==> config.mk <==
export PLATFORM = sky130hd
export DESIGN_NAME = map_gen
export DESIGN_NICKNAME = d
export VERILOG_FILES = /design/src/rtl/map_gen.sv
export SDC_FILE = /design/constraint.sdc
export NUM_CORES = 1
export LEC_CHECK = 0
export ABC_AREA = 1
export CELL_PAD_IN_SITES_DETAIL_PLACEMENT = 0
export CELL_PAD_IN_SITES_GLOBAL_PLACEMENT = 2
export CORE_UTILIZATION = 33
export CTS_BUF_LIST = sky130_fd_sc_hd__clkbuf_2 sky130_fd_sc_hd__clkbuf_4 sky130_fd_sc_hd__clkbuf_8
export CTS_CLUSTER_DIAMETER = 100
export DETAILED_ROUTE_END_ITERATION = 10
export PLACE_DENSITY_LB_ADDON = 0.2
export SYNTH_ARGS = -nofsm -noshare
export SYNTH_HDL_FRONTEND = slang
export SYNTH_SLANG_ARGS = --single-unit
==> constraint.sdc <==
create_clock -name clk -period 16.05 [get_ports clk]
set_clock_uncertainty 0.05 [all_clocks]
set_input_delay 3.21 -clock clk [delete_from_list [all_inputs] [get_ports clk]]
set_output_delay 3.21 -clock clk [all_outputs]
set_load 0.005 [all_outputs]
==> src/rtl/map_gen.sv <==
// Minefield map generator: places MINE_NUM mines with an LFSR (never on the safe cell),
// then writes one packed cell per cycle: 9 for a mine, otherwise its adjacent-mine count.
module map_gen #(
  parameter int unsigned MAP_WIDTH  = 8,
  parameter int unsigned MAP_HEIGHT = 8,
  parameter int unsigned CELL_LEN   = 4,
  parameter int unsigned MINE_NUM   = 10,
  parameter logic [15:0] LFSR_SEED  = 16'hACE1
) (
  input  logic                                     clk,
  input  logic                                     rst,
  input  logic                                     start_i,
  input  logic [5:0]                               first_pos_i,
  output logic [CELL_LEN*MAP_WIDTH*MAP_HEIGHT-1:0] map_o,
  output logic                                     busy_o,
  output logic                                     done_o
);

  localparam int unsigned Cells   = MAP_WIDTH * MAP_HEIGHT;
  localparam logic [2:0]  XMax    = 3'(MAP_WIDTH - 1);
  localparam logic [2:0]  YMax    = 3'(MAP_HEIGHT - 1);
  localparam logic [5:0]  MineCnt = 6'(MINE_NUM);
  localparam logic [5:0]  LastK   = 6'(Cells - 1);

  typedef enum logic [1:0] {StIdle, StPlace, StCount, StDone} state_e;

  state_e                      r_state;
  state_e                      w_state_next;
  logic [15:0]                 r_lfsr;
  logic [15:0]                 w_lfsr_next;
  logic [Cells-1:0]            r_bitmap;
  logic [5:0]                  r_cnt;
  logic [5:0]                  r_first;
  logic [5:0]                  r_k;
  logic [CELL_LEN*Cells-1:0]   r_map;

  logic [5:0]                  w_cand;
  logic                        w_accept;
  logic [2:0]                  w_kx;
  logic [2:0]                  w_ky;
  logic                        w_xl;
  logic                        w_xr;
  logic                        w_yu;
  logic                        w_yd;
  logic [7:0]                  w_nb;
  logic [3:0]                  w_nsum;
  logic [CELL_LEN-1:0]         w_cell;

  // Right-shifting Fibonacci form of taps 16,14,13,11.
  assign w_lfsr_next = {r_lfsr[0] ^ r_lfsr[2] ^ r_lfsr[3] ^ r_lfsr[5], r_lfsr[15:1]};

  assign w_cand   = r_lfsr[5:0];
  assign w_accept = !r_bitmap[w_cand] && (w_cand != r_first) && (r_cnt != MineCnt);

  assign w_kx = r_k[2:0];
  assign w_ky = r_k[5:3];
  assign w_xl = (w_kx != 3'd0);
  assign w_xr = (w_kx != XMax);
  assign w_yu = (w_ky != 3'd0);
  assign w_yd = (w_ky != YMax);

  // Edge gating makes the 6-bit index wraparound harmless and blocks row wrap.
  assign w_nb[0] = w_xl         & r_bitmap[r_k - 6'd1];
  assign w_nb[1] = w_xr         & r_bitmap[r_k + 6'd1];
  assign w_nb[2] = w_yu         & r_bitmap[r_k - 6'd8];
  assign w_nb[3] = w_yd         & r_bitmap[r_k + 6'd8];
  assign w_nb[4] = w_xl & w_yu  & r_bitmap[r_k - 6'd9];
  assign w_nb[5] = w_xr & w_yu  & r_bitmap[r_k - 6'd7];
  assign w_nb[6] = w_xl & w_yd  & r_bitmap[r_k + 6'd7];
  assign w_nb[7] = w_xr & w_yd  & r_bitmap[r_k + 6'd9];

  always_comb begin
    w_nsum = '0;
    for (int i = 0; i < 8; i++) begin
      w_nsum = w_nsum + 4'(w_nb[i]);
    end
  end

  assign w_cell = r_bitmap[r_k] ? CELL_LEN'(4'd9) : CELL_LEN'(w_nsum);

  always_comb begin
    w_state_next = r_state;
    busy_o       = 1'b0;
    done_o       = 1'b0;
    unique case (r_state)
      StIdle: begin
        if (start_i) w_state_next = StPlace;
      end
      StPlace: begin
        busy_o = 1'b1;
        if (r_cnt == MineCnt) w_state_next = StCount;
      end
      StCount: begin
        busy_o = 1'b1;
        if (r_k == LastK) w_state_next = StDone;
      end
      StDone: begin
        done_o       = 1'b1;
        w_state_next = StIdle;
      end
      default: w_state_next = StIdle;
    endcase
  end

  always_ff @(posedge clk or posedge rst) begin
    if (rst) begin
      r_state  <= StIdle;
      r_lfsr   <= LFSR_SEED;
      r_bitmap <= '0;
      r_cnt    <= '0;
      r_first  <= '0;
      r_k      <= '0;
      r_map    <= '0;
    end else begin
      r_state <= w_state_next;
      r_lfsr  <= w_lfsr_next;
      unique case (r_state)
        StIdle: begin
          if (start_i) begin
            r_first  <= first_pos_i;
            r_bitmap <= '0;
            r_cnt    <= '0;
            r_k      <= '0;
          end
        end
        StPlace: begin
          if (w_accept) begin
            r_bitmap[w_cand] <= 1'b1;
            r_cnt            <= r_cnt + 6'd1;
          end
        end
        StCount: begin
          r_map[int'(r_k)*CELL_LEN +: CELL_LEN] <= w_cell;
          r_k                                   <= r_k + 6'd1;
        end
        default: ;
      endcase
    end
  end

  assign map_o = r_map;

endmodule

==> metrics.md <==
| Metric | Value |
|---|---|
| WP data required | `16570 ps` |
| Worst reg2reg path depth | `23` |
| Clock Sinks | `356` |
| Unrepaired setup endpoints after global routing | `no` |
| Post-Syn Area | `0.01875 mm^2` |
| Drt drc | `0` |
| Die ar. | `0.05778 mm^2` |
| Vias per cell | `5.054` |
| Hold Vio Cnt, Final | `0` |
| VDD IR-drop max | `0.2016 mV` |
| Pleak | `10.85 nW` |
| Routability cong. | `0.8503` |
| Cts bufs inserted | `69` |
| Outcome | `finished, final reports clean` |
| Vias in the first global route | `17.03k` |
| Clock transition at path regs | `60 ps` |
| NetSw | `0.002158 W` |
| Die Y | `240.4 um` |
| Synth warnings | `0` |
| Initial antenna violation count | `2` |
| Resize count post-CTS | `0` |
| Grt ovf | `0` |
| Tot Pwr | `0.004227 W` |
| Post-synthesis sequential area ratio | `0.4756` |
| Clock Power Share | `0.221` |
| Top cell type by total area after synthesis | `dfrtp_1` |
| Period Utilization, post-route | `0.4929` |
| Reg2Reg Launch Point | `r_k[0]$_DFFE_PP0P_` |
| Final WS setup | `8138 ps` |
| Nature of the critical path startpoint | `register` |
| Yosys reg bits | `356` |
| Routed Wire Length | `68.61 mm` |
| FP Rows | `87` |
| Dominant synthesized flop cell | `dfrtp_1` |
| CP Launch Point | `r_k[0]$_DFFE_PP0P_` |
| Min Tclk post-route | `7912 ps` |
| Pre-CTS WS | `8107 ps` |
| WL/cell | `19.66 um` |
| DPL Wire Length | `48.25 mm` |
| Rel. slew slack | `0.1879` |
| Width of the chip | `240.4 um` |
| Post-route non-filler standard cell count | `3490` |
| Area Overhead vs Synth | `24.82%` |
| Crit Path Class | `reg2reg` |
| Later-pin clock latency in the skew report | `660 ps` |
| EDFF count, synth | `0` |
| Fin Setup TNS | `0 ps` |
| Max Clock Freq | `0.1264 GHz` |
| GRT Util Overall | `0.2383` |
| Core Footprint | `0.05628 mm^2` |
| Power per cell area | `180.6 mW/mm^2` |
| Max-cap violations | `0` |
| IO Pins | `267` |
| Hold path startpoint | `r_lfsr[7]$_DFF_PP1_` |
| Hold Path Class | `reg2reg` |
| Vias | `17.64k` |
| Mean Syn Cell Area | `7.701 um^2` |
| Syn_nets | `2469` |
| Critical path endpoint category | `register` |
| Setup Fix Bufs, Post-CTS | `0` |
| Fill count | `5819` |
| Net count reported at finish | `2719` |
| DRT iter0 DRCs | `1478` |
| Worst-margin pin slew | `1209 ps` |
| Root Driver | `clkbuf_8` |
| Hold_buf cts | `0` |
| Post-synth cell types | `54` |
| Sequential power share | `0.243` |
| Final setup fails | `0` |
| Largest net degree at the start of global routing | `121` |
| Slew Limit Fails | `0` |
| I/O Buffers | `266` |
| Worst hold stages | `0` |
| Worst-case clock buffer depth | `3` |
| Crit path max fanout | `75` |
| Initial Util | `0.3332` |
| WP data arrival | `8430 ps` |
| Area share of the largest cell type after synthesis | `0.4644` |
| Post-DRT Antenna Nets | `0` |
| Share of layout cells above drive strength 1 | `0.09517` |
| CTS H-tree depth | `3` |
| Comb power frac | `0.536` |
| Placed cells | `3370` |
| Mapped Cells | `2435` |
| CTS tree | `built` |
| First-pass DRT Iterations | `6` |
| Cell internal pwr | `0.002069 W` |
| Top cells by area, synth | `dfrtp_1 46%, nand2_1 17%, nand3_1 6.5%` |
| Switching share of total power | `0.5105` |
| Asr flop ratio synth | `1.000` |
| First-pass GRT wire length | `104.4 mm` |
==> power groups by stage <==
stage	Sequential, W	Clock (W)	Combinational (W)
CTS	0.00103	0.000963	0.00228
finish	0.00103	0.000935	0.00226
global route	0.00104	0.00100	0.00250
detailed placement	0.00104	0	0.00228
global placement	0.00104	0	0.00227
floorplan	0.00100	0	0.00160
==> critical path: stages (launching register included) <==
cell	delay (ps)
dfrtp_2	830
inv_4	400
nand2_2	300
xor2_4	150
buf_4	670
inv_2	330
buf_4	410
nor2_1	190
nor3_1	60
a311oi_1	220
nor2_1	100
fa_1	530
inv_1	50
fa_1	520
inv_1	50
fa_1	540
ha_1	170
inv_1	50
fa_1	370
xnor2_1	460
nand4_4	220
nor2_2	690
nand2_1	130
o21ai_0	190
==> routing by layer <==
layer,routed length (um),track usage
met1,30880,0.3264
met2,32400,0.3870
met3,3686,0.03766
met4,1647,0.06871
met5,0,0
==> cell usage in the layout, fill, tap and decap left out, types with 5 or more instances in the layout <==
cell,synthesis,routed
nand2_1,872,871
dfrtp_1,348,347
clkdlybuf4s50_1,0,266
nand3_1,242,242
inv_1,175,174
o21ai_0,121,121
nor2_1,119,119
a21oi_1,91,91
clkbuf_8,0,84
nand4_1,59,59
o21ai_1,43,43
nor2_2,39,39
o22ai_1,37,37
clkbuf_4,0,22
ha_1,21,21
inv_2,18,18
buf_4,15,18
or2_2,13,13
o211ai_1,12,12
xor2_1,13,12
mux2i_1,8,8
dfstp_2,8,8
nand3_2,6,6
nor3_4,6,6
a21boi_0,6,6
nor3_1,6,6
mux2_2,6,6
nor2_4,5,5
clkinv_2,0,5
==> metrics by stage <==
step                  util  hold slack [ps]  instance area, um^2
finish              0.4159            301.2                23410
global route        0.4159            310.0                23410
CTS                 0.4158            303.6                23400
detailed placement  0.3907            287.2                21990
global placement    0.3907            290.6                21990
floorplan                -            281.2                18750
==> cells by family after synthesis <==
logic type               synth area share
AO/OA/AOI/OAI                     0.09574
AND/OR/NAND/NOR                    0.3241
multiplexers                     0.007873
adder cells (fa/ha/maj)           0.01828
XOR/XNOR                         0.008807
flip-flops                         0.4756
buffers and inverters             0.06966
==> worst paths after layout <==
path / end / slack (ps)
min reg2reg: r_lfsr[6]$_DFF_PP1_ / 300
min: r_lfsr[6]$_DFF_PP1_ / 300
min in group asynchronous: map_o[241]$_DFFE_PP0P_ / 3040
max in group asynchronous: r_first[1]$_DFFE_PP0P_ / 10760
max reg2reg: map_o[214]$_DFFE_PP0P_ / 8140
max: map_o[214]$_DFFE_PP0P_ / 8140
==> state kept, by name, indices dropped and copies added, names as in the netlist <==
signal    flops
map_o       256
r_bitmap     64
r_cnt         6
r_first       6
r_k           6
r_lfsr       16
r_state       2
==> final cells by class <==
type                            count  area [um^2]  share of cell area
Sequential cell                   356         8920              0.3811
Clock buffer                      106         1321             0.05645
Clock inverter                     12        91.34            0.003902
Antenna cell                        2        5.005           0.0002138
Multi-Input combinational cell   1773         8554              0.3655
Tap cell                          756        945.9             0.04041
Timing Repair Buffer              284         2798              0.1195
Inverter                          201        772.0             0.03298
==> synth_stat cells (all sizes together), types with 15 or more instances <==
| cell | number |
|---|---|
| a21oi | 91 |
| buf | 56 |
| clkbuf | 49 |
| dfrtp | 348 |
| ha | 21 |
| inv | 197 |
| nand2 | 878 |
| nand3 | 248 |
| nand4 | 64 |
| nor2 | 163 |
| nor3 | 15 |
| o21ai | 164 |
| o22ai | 37 |
Power figures use the tool's default switching activity.
